==> src/rtl/serializer_unit_cell_16b.sv <==
// 16:1 parallel-to-serial transmit cell: captures PAR_IN once per 16-cycle frame
// and shifts it out LSB-first, alongside a free-running 6-bit frame/bit counter.
module serializer_unit_cell_16b (
  input  logic        CLK,
  input  logic        RESET,
  input  logic [15:0] PAR_IN,
  output logic        SERIAL_OUT,
  output logic [5:0]  COUNT
);

  logic [5:0]  count_q, count_d;
  logic [15:0] sr_q, sr_d;
  logic        load_frame;

  // A frame boundary is wherever the bit index (low nibble) is zero before the edge.
  assign load_frame = (count_q[3:0] == 4'd0);

  always_comb begin
    count_d = count_q + 6'd1;
    sr_d    = {1'b0, sr_q[15:1]};
    if (load_frame) begin
      sr_d = PAR_IN;
    end
  end

  always_ff @(posedge CLK or posedge RESET) begin
    if (RESET) begin
      count_q <= 6'd0;
      sr_q    <= 16'd0;
    end else begin
      count_q <= count_d;
      sr_q    <= sr_d;
    end
  end

  // Serial bit comes straight off the shift-register flop: no input-to-output path.
  assign SERIAL_OUT = sr_q[0];
  assign COUNT      = count_q;

endmodule

==> config.mk <==
export PLATFORM = sky130hd
export DESIGN_NAME = serializer_unit_cell_16b
export DESIGN_NICKNAME = d
export VERILOG_FILES = /design/src/rtl/serializer_unit_cell_16b.sv
export SDC_FILE = /design/constraint.sdc
export NUM_CORES = 1
export LEC_CHECK = 0
export ABC_AREA = 0
export CAP_MARGIN = 30
export CORE_ASPECT_RATIO = 1.25
export CORE_MARGIN = 3
export CORE_UTILIZATION = 38
export CTS_CLUSTER_DIAMETER = 30
export DETAILED_ROUTE_END_ITERATION = 6
export PLACE_DENSITY = 0.75
export SYNTH_ARGS = -nofsm -noshare
export SYNTH_HDL_FRONTEND = slang
export SYNTH_SLANG_ARGS = --single-unit
==> constraint.sdc <==
create_clock -name CLK -period 2.8 [get_ports CLK]
set_clock_uncertainty 0.05 [all_clocks]
set_input_delay 0.56 -clock CLK [delete_from_list [all_inputs] [get_ports CLK]]
set_output_delay 0.56 -clock CLK [all_outputs]
set_load 0.01 [all_outputs]
# Word level (Yosys, flattened, before mapping)
# Cells that the tools add are included.
[totals] register_bits=22 inputBits=18 elab_cells=5
[op_classes] add_sub_neg=1 n_mux=1 reduce_logical=1
[op_table] operator="$mux 16" count=1
[op_table] operator="$add 6x1->6 const B" count=1
[op_table] operator="$logic_not 4->1" count=1

# Depth between registers and ports, before layout
[logic_depth] ltp_word=2 ltp_mapped=5 depth_no_buf=4

# Worst setup path before layout
# No wires, ideal clock.
[synth_path] kind="register -> register" startpoint="register count_q[0], in the netlist COUNT[0]" endpoint="register sr_q[10]" setup_time_ns=0.125 t_arrival_ns=1.448 t_required_ns=2.625 slack_ns=1.177 path_stages_with_launch=6 n_path_buf=1 period_less_slack_ns=1.623 cell_sequence="dfrtp_1 inv_1 ha_1 nor3b_4 buf_6 mux2_2"
[synth_via] elab_chain_len=2
[synth_rtl] item="from (decl)" line_no="11" source="logic [5:0] count_q, count_d;"
[synth_rtl] item="from (signal assigned)" line_no="31" source="count_q <= count_d;"
[synth_rtl] item="$logic_not 4->1" line_no="16" source="assign load_frame = (count_q[3:0] == 4'd0);"
[synth_rtl] item="$mux 16" line_no="21" source="if (load_frame) begin"
[synth_rtl] item="named net sr_d[10]" line_no="12" source="logic [15:0] sr_q, sr_d;"
[synth_rtl] item="to (signal assigned)" line_no="32" source="sr_q <= sr_d;"
[synth_rtl] item="to (decl)" line_no="12"
# The timed path passes the listed nets, and every way through them passes these cells.

# Final worst setup path
[layout_path] startpoint="register count_q[2], in the netlist COUNT[2]" endpoint="output port COUNT[2]"
[layout_lines] item="to (decl)" line_no="8" source="output logic [5:0] COUNT"
# No word-level cell between the ends.

==> key figures <==
Critical path
  • Critical path type: reg2out
  • CP cell instances: clkdlybuf4s50_1
  • CP Depth: 1
  • Setup crit end kind: primary output
  • Slowest cell on the critical path: clkdlybuf4s50_1
  • CP top delay family: buffers and inverters
  • Setup crit start kind: flop
  • CP Capture Point: COUNT[2]
  • R2R Path End: sr_q[1]
  • Worst EP required: between 2 and 2.5 ns
  • CP max stage delay: a little under 0.6 ns
  • CP max FO: 5
  • Reg2Reg Launch Point: COUNT[0]
  • Crit. Startpoint: COUNT[2]
  • Crit path DAT: 1.34 ns
  • FF-to-FF path depth: 4
  • Reg2Reg Setup Slack: 0.95 ns
  • Buf/Inv on CP: 1

Timing
  • Worst-Margin Slew: 0.798 ns
  • RSZ-0062 raised after global routing: no
  • Final setup vio count: 0
  • Final WS setup: 0.848 ns
  • Final Critical Period: roughly 2.0 ns
  • Setup tns final: 0 ns
  • Relative slew slack: 46.8%
  • Fin. Hold Viols: 0
  • Max-slew violations: 0
  • Fin crit share: 69.7%
  • Max Fclk: 0.512 GHz

Pwr
  • Cell area power density: 444 nW/um2
  • Leakage: 0.000485 uW
  • Pwr Total: 503 uW
  • Worst vdd ir: 0.000269 V

Floorplanning
  • Initial Utilization: 41.2%
  • Die span in y: 58.7 um
  • Core area: 2050 um2
  • I/O pin total: 25
  • Die X: a little under 50 um
  • DIE AREA: roughly 2800 um2
  • FP Rows: 18

Finish
  • Final-stage net count: 100
  • Register Area: around 550 um2
  • Layout Cells excl Fill: between 100 and 150
  • Ratio of cells with drive above 1 in the final layout: 25.6%
  • Fillers: 174
  • Multi-input gate area: roughly 270 um2
  • Design area: 1130 um2
  • Antenna diodes: 0
  • Syn-to-layout area delta: 34.2%

Logic synthesis
  • Post-synth top area share: 65.2%
  • Mapped Cells: 52
  • Area leader, netlist: dfrtp_1
  • Synth cell types: 11
  • Yosys reg bits: 22
  • Syn Area/Cell: 16.2 um2
  • Syn_nets: 72
  • Post-Synthesis Cell Area: between 800 and 900 um2
  • Synth warnings: 0
  • Sequential area share after synthesis: about two thirds
  • Synth area leaders: dfrtp_1, mux2_2, ha_1, nor3b_4, xnor2_1

Routing
  • Routed WL per cell: ~12 um
  • First DRT Iteration DRCs: 3
  • Antenna-violating nets left: 0
  • Final wirelength: 1250 um
  • DRC: 0
  • First-pass iteration count of the detailed router: 4
  • Via/cell ratio: 4.39
  • DR vias: 474

Place
  • Placed Cells: approximately 110
  • Port Buf Inserts: 24
  • Placement Cell Area: about 1100 um2
  • Post-DP HPWL: 954 um
  • Placer Congestion: about 0.65
  • Dpl ws: 0.929 ns

Clock tree
  • CTS sink cnt: 22
  • Post-CTS sizing: 0
  • Post-CTS Setup Repair Bufs: 0
  • Clock Latency Late Sink: 0.28 ns
  • Total CTS buffers: 3
  • Root Buffer: clkbuf_4
  • Hold-fix buffers, CTS: 0
  • CTS clock-pin slew for the worst setup and hold paths: 0.10 ns
  • TritonCTS clock tree: yes
  • H-Tree Depth: 1
  • CTS max path bufs: 2

GRT
  • Grt met2 use: 16.4%
  • Initial antenna violation count: 0
  • GR peak layer: met2
  • Grt total ovfl: 0
  • Global-route wire length before repair: ~2100 um
  • Met1 Use GR: 12.5%
  • Met3 Use GR: ~3.7%
  • Vias in the first global route: 495
  • Total GRT Usage: 10.1%
  • Largest net degree at the start of global routing: 23

Hold path
  • Worst Hold Class: reg2reg

Status
  • Outcome: finished clean

Flow run
  • Max-Cap Viols: 0
[registers in the layout, summed over array words and instances, names as in the netlist]
name	cells
sr_q	16
COUNT	6
[where the power goes]
part	switching, uW	internal [uW]	total, uW
registers	2.82	329	332
logic	11.6	29.5	41.2
clock network	80.7	49.9	131
total	95.1	408	503
[synthesized netlist by cell type]
library cell,count
xor2_1,2
and2_2,1
ha_1,2
nor3b_4,1
inv_1,3
xnor2_1,2
nand3_1,2
buf_6,1
mux2_2,15
dfrtp_1,22
and3_1,1
[worst min-delay path by stage]
stage	start	endpoint	slack, ns	cells past startpoint
floorplan	sr_q[11]	sr_q[10]	0.41	1
global route	sr_q[13]	sr_q[12]	0.46	1
CTS	COUNT[5]	COUNT[5]	0.43	1
detailed placement	COUNT[5]	COUNT[5]	0.41	1
global placement	sr_q[7]	sr_q[6]	0.41	1
finish	COUNT[5]	COUNT[5]	0.42	1
[cell usage in the layout (no fill, tap or decap), drive strengths merged]
master         Yosys  layout
xor2               2       2
clkdlybuf4s50      0      24
nor3b              1       1
ha                 2       2
dfrtp             22      22
clkbuf             0       3
and3               1       1
inv                3       3
xnor2              2       2
mux2              15      15
nand3              2       2
and2               1       1
[final cells by class]
cell class | instances | area share, %
clock buffer | 3 | 1.99
sequential | 22 | 48.6
multi-input combinational | 26 | 24.0
timing repair buffer | 24 | 21.2
tap | 30 | 3.31
inverter | 3 | 0.993
[kinds of logic (layout without fill, tap and decap cells)]
| logic type | after synthesis | after routing | synth area share [%] |
|---|---|---|---|
| xor+xnor | 4 | 4 | 4.15 |
| fa+ha+maj | 2 | 2 | 2.96 |
| mux | 15 | 15 | 20.0 |
| simple gates | 5 | 5 | 5.04 |
| flops | 22 | 22 | 65.2 |
| buf+inv | 4 | 30 | 2.67 |
[layer usage]
layer | share of wire [%] | vias to the layer above
met5 | 0 | -
met4 | 0 | 0
met3 | 9.2 | 0
met2 | 48 | 20
met1 | 43 | 228
li1 | - | 226
[per-stage QoR]
step / hold WS [ns] / utilization (%)
2_1_floorplan: 0.405 / -
3_3_place_gp: 0.408 / 54.2
3_5_place_dp: 0.413 / 54.2
4_1_cts: 0.432 / 55.3
5_1_grt: 0.456 / 55.3
6_report: 0.423 / 55.3
(Power assumes the default switching activity.)
==> RTL edit 1: new RTL, same settings <==
Register the output `COUNT` once more, with the module's reset; this adds one clock of latency there. The other outputs are not delayed to match.
--- a/src/rtl/serializer_unit_cell_16b.sv
+++ b/src/rtl/serializer_unit_cell_16b.sv
@@ -36,5 +36,11 @@
   // Serial bit comes straight off the shift-register flop: no input-to-output path.
   assign SERIAL_OUT = sr_q[0];
-  assign COUNT      = count_q;
+  always_ff @(posedge CLK or posedge RESET) begin
+    if (RESET) begin
+      COUNT <= '0;
+    end else begin
+      COUNT <= count_q;
+    end
+  end
 
 endmodule
Formal check against the unedited RTL: not equivalent (Yosys sat finds a counterexample within 4 cycles, from zero or initial values and one cycle with RESET high).
==> RTL edit 1 against the original RTL <==
- sequential cell count rose by 6
- synthesized cell count rose by 12%
- worst setup slack improved by 120 ps
- synthesized area rose by 18%
- final area rose by 14%
- routed wire length rose by 11%
- sequential power rose by 26%
- non-clock buffer count rose by 1
- total power rose by 23%
- highest routed layer is now met4
==> RTL edit 1: results (changes against the original RTL) <==
HP Start=count_q[5]$_DFF_PP0_ (was COUNT[5]$_DFF_PP0_); post-DR vias/cell=4.398 (was 4.389); final cell count without fillers=118 (was 108); layout cells sized above 1=0.2471 (was 0.2564); ant diodes=0 (unchanged); worst skew pair latency=320 ps (was 280 ps); crit-path max FO=16 (was 5); outcome=finished clean (unchanged); leak pwr=0.5628 nW (was 0.4850 nW); CTS Buffer Depth=2 (unchanged); Iteration-0 DRC Markers=1 (was 3); Worst R2R End=sr_q[0]$_DFF_PP0_ (was sr_q[1]$_DFF_PP0_); GP Congestion=0.6777 (was 0.6514); H-tree depth=1 (unchanged); R2R cell count=4 (unchanged); M3 GR Usage=0.02600 (was 0.03670); nets=107 (was 100); met1 usage=0.1270 (was 0.1252); Mapped Nets=78 (was 72); Pint=0.4966 mW (was 0.4084 mW); Clk pwr share=0.253 (was 0.259); dpl hpwl=1046 um (was 953.6 um); synth cell count leaders=dfrtp_1 (28), mux2_2 (15), inv_1 (3) (was dfrtp_1 (22), mux2_2 (15), inv_1 (3)); met2 usage=0.1513 (was 0.1642); Overall Global Routing Usage=0.1001 (was 0.1011); met2 routed WL=653 um (was 593 um); first-pass GRT wire length=2421 um (was 2063 um); critical path arrival=2000 ps (was 1340 ps); port bufs=24 (unchanged); largest net degree at the start of global routing=19 (was 23); initial antenna violation count=0 (unchanged); Seq/Total Area, Yosys=0.7044 (was 0.6519); Initial DRT Pass Iterations=2 (was 4); Setup WS pre-CTS=931.9 ps (was 928.6 ps); Logic power comb=0.0436 mW (was 0.0412 mW); cells after synthesis=58 (was 52); hold path cells=0 (was 1); CTS clk-pin slew, worst paths=120 ps (was 100 ps); Synth area leaders=dfrtp_1 (70%), mux2_2 (17%), ha_1 (2.5%) (was dfrtp_1 (65%), mux2_2 (20%), ha_1 (3.0%)); measured slew at the worst slew-check pin=733.3 ps (was 797.5 ps); WL final=1382 um (was 1246 um); reg2reg start=count_q[0]$_DFF_PP0_ (was COUNT[0]$_DFF_PP0_); met3 routed WL=115 um (unchanged); Distinct cells, synth=11 (unchanged); Worst R2R Setup Slack=970 ps (was 950 ps); vias in the first global route=555 (was 495); Max IR drop VDD=0.2747 mV (was 0.2693 mV); uppermost layer routed=met4 (was met3); Met1 Routed Length=584 um (was 536 um)
## RTL edit 1: cell types whose count changed after synthesis
cell     before  now
dfrtp_1      22   28
## RTL edit 1: worst max-delay path: stages (launching register included)
cell and delay [ps]:
dfrtp_1 430, inv_1 90, ha_1 140, nor3b_4 620, mux2_2 400
## RTL edit 1: cells by family after synthesis
kind of cell               synth area share
xor gates and xnor gates            0.03523
adders and majority gates           0.02515
buffers and inverters               0.02264
DFF                                  0.7044
muxes                                0.1698
and+or+nand+nor                     0.04278
## RTL edit 1: metrics by stage
stage	instance area [um2]	power (mW)	hold slack, ps	utilization
floorplan	994.7	0.4413	322.9	-
global placement	1272	0.4703	333.2	0.5136
detailed placement	1272	0.4717	339.1	0.5136
CTS	1295	0.6284	368.9	0.5227
global route	1295	0.6483	378.0	0.5227
finish	1295	0.6183	363.7	0.5227
## RTL edit 1: worst max path at each step
stage / start / endpoint / slack, ps / depth (start not counted)
floorplan: count_q[0]$_DFF_PP0_ / sr_q[10]$_DFF_PP0_ / 1230 / 5
CTS: count_q[0]$_DFF_PP0_ / sr_q[5]$_DFF_PP0_ / 910 / 4
global placement: count_q[0]$_DFF_PP0_ / sr_q[12]$_DFF_PP0_ / 970 / 4
detailed placement: count_q[0]$_DFF_PP0_ / sr_q[5]$_DFF_PP0_ / 930 / 4
global route: count_q[0]$_DFF_PP0_ / sr_q[5]$_DFF_PP0_ / 840 / 4
finish: count_q[0]$_DFF_PP0_ / sr_q[0]$_DFF_PP0_ / 970 / 4
## RTL edit 1: layout make-up
class                           count  area (um2)
Clock buffer                        3       22.52
Fill cell                         214        1182
Inverter                            3       11.26
Multi-Input combinational cell     26       271.5
Sequential cell                    28       700.7
Tap cell                           33       41.29
Timing Repair Buffer               25       247.7
==> RTL edit 2: new RTL, same flow settings <==
Without the edit above. Reset style: synchronous (`RESET`), changed in one clocked block.
--- a/src/rtl/serializer_unit_cell_16b.sv
+++ b/src/rtl/serializer_unit_cell_16b.sv
@@ -24,5 +24,5 @@
   end
 
-  always_ff @(posedge CLK or posedge RESET) begin
+  always_ff @(posedge CLK) begin
     if (RESET) begin
       count_q <= 6'd0;
Function: differs if RESET is asserted again (counterexample within 4 cycles, from zero or initial values and one cycle with RESET high); with RESET held inactive, the same outputs for 10 cycles.
==> RTL edit 2 against the original RTL <==
- routed wire length is 11% higher
- core utilization is 0.87 points lower
- sequential cell count stayed put
- synthesized area is 2.2% lower
- final cell count is 14% higher
- worst setup slack better by 26 ps
- final area is 2.6% lower
Power is not compared: it rests on default switching activity, and its combinational part moved more than twofold at a synthesized area within 25%.
==> RTL edit 2: results (changes against the original RTL) <==
outcome=finished clean (unchanged); detailed-route via count=563 (was 474); largest net degree at the start of global routing=21 (was 23); Mapped Nets=97 (was 72); Overall Global Routing Usage=0.1139 (was 0.1011); Initial DRT Pass Iterations=2 (was 4); vias in the first global route=568 (was 495); M3 GR Usage=0.04348 (was 0.03670); dpl hpwl=997.9 um (was 953.6 um); crit-path max FO=5 (unchanged); post-DR wirelength/cell=11.20 um (was 11.54 um); Max stage delay cell, worst path=clkdlybuf4s50_1 (unchanged); Worst R2R Setup Slack=1320 ps (was 950 ps); port bufs=24 (unchanged); initial antenna violation count=0 (unchanged); GP Congestion=0.7129 (was 0.6514); Synth area leaders=dfxtp_1 (53%), mux2i_1 (18%), nor2_1 (9.1%) (was dfrtp_1 (65%), mux2_2 (20%), ha_1 (3.0%)); Seq/Total Area, Yosys=0.5333 (was 0.6519); Iteration-0 DRC Markers=1 (was 3); first-pass GRT wire length=2283 um (was 2063 um); Largest register FFs=16 (unchanged); fillers=183 (was 174); WL final=1377 um (was 1246 um); cells after synthesis=77 (was 52); Distinct cells, synth=18 (was 11); synth cell count leaders=dfxtp_1 (22), nor2_1 (20), mux2i_1 (15) (was dfrtp_1 (22), mux2_2 (15), inv_1 (3)); layout cells sized above 1=0.07767 (was 0.2564); async set-reset flop share out of synthesis=0 (was 1.000); measured slew at the worst slew-check pin=676.0 ps (was 797.5 ps); Primary FF master, synth=dfxtp_1 (was dfrtp_1); met1 usage=0.1497 (was 0.1252); nets=124 (was 100); critical path arrival=1320 ps (was 1340 ps); ant diodes=0 (unchanged); met2 usage=0.1588 (was 0.1642); Yosys top cell area share=0.5333 (was 0.6519); leak pwr=around 0.47 nW
RTL edit 2: cell count changes after synthesis, moves of 2 or more:
cell      delta
dfxtp_1     +22
mux2i_1     +15
dfrtp_1     -22
nor2_1      +20
clkbuf_1     +2
mux2_2      -15
RTL edit 2: metrics by stage:
stage	setup slack, ps	area (um2)	utilization	hold WS [ps]
floorplan	1369	825.8	-	386.5
global placement	881.6	1067	0.5265	394.7
detailed placement	827.0	1067	0.5265	401.9
CTS	861.0	1104	0.5444	429.8
global route	780.2	1104	0.5444	454.1
finish	874.4	1104	0.5444	423.3
RTL edit 2: tightest hold or removal path: cells and delay by family (launching register included):
kind	cells	cell delay, ps
flops	1	320
simple gates	1	70
mux	1	50
RTL edit 2: cell type report:
cell class | count | share of cell area
Sequential cell | 22 | 0.3991
Inverter | 2 | 0.006803
Clock buffer | 4 | 0.03288
Timing Repair Buffer | 26 | 0.2313
Tap cell | 20 | 0.02268
Multi-Input combinational cell | 49 | 0.3073
RTL edit 2: cells by family after synthesis:
group	count (synthesis)	share of synthesized area
simple gates	28	0.1576
flops	22	0.5333
mux	15	0.1818
buf+inv	6	0.05607
xor+xnor	3	0.03182
fa+ha+maj	2	0.03030
compound gates	1	0.009094
RTL edit 2: layer usage:
metal  vias up  wire length [um]
li1        302                 -
met1       243               649
met2        16               589
met3         2               125
met4         0                12
met5         -                 0
RTL edit 2: final timing paths:
path                                           from  cells past startpoint                  end
worst min register to register   sr_q[4]$_SDFF_PP0_                      2   sr_q[3]$_SDFF_PP0_
worst max-delay path            COUNT[3]$_SDFF_PP0_                      1             COUNT[3]
worst max register to register  COUNT[0]$_SDFF_PP0_                      6  sr_q[11]$_SDFF_PP0_
worst min-delay path             sr_q[4]$_SDFF_PP0_                      2   sr_q[3]$_SDFF_PP0_
RTL edit 2: report_power, final:
group          switching, mW  total (mW)  internal (mW)
logic                 0.0437       0.109         0.0655
registers            0.00949       0.347          0.337
clock network         0.0825       0.162         0.0791
total                  0.136       0.618          0.482
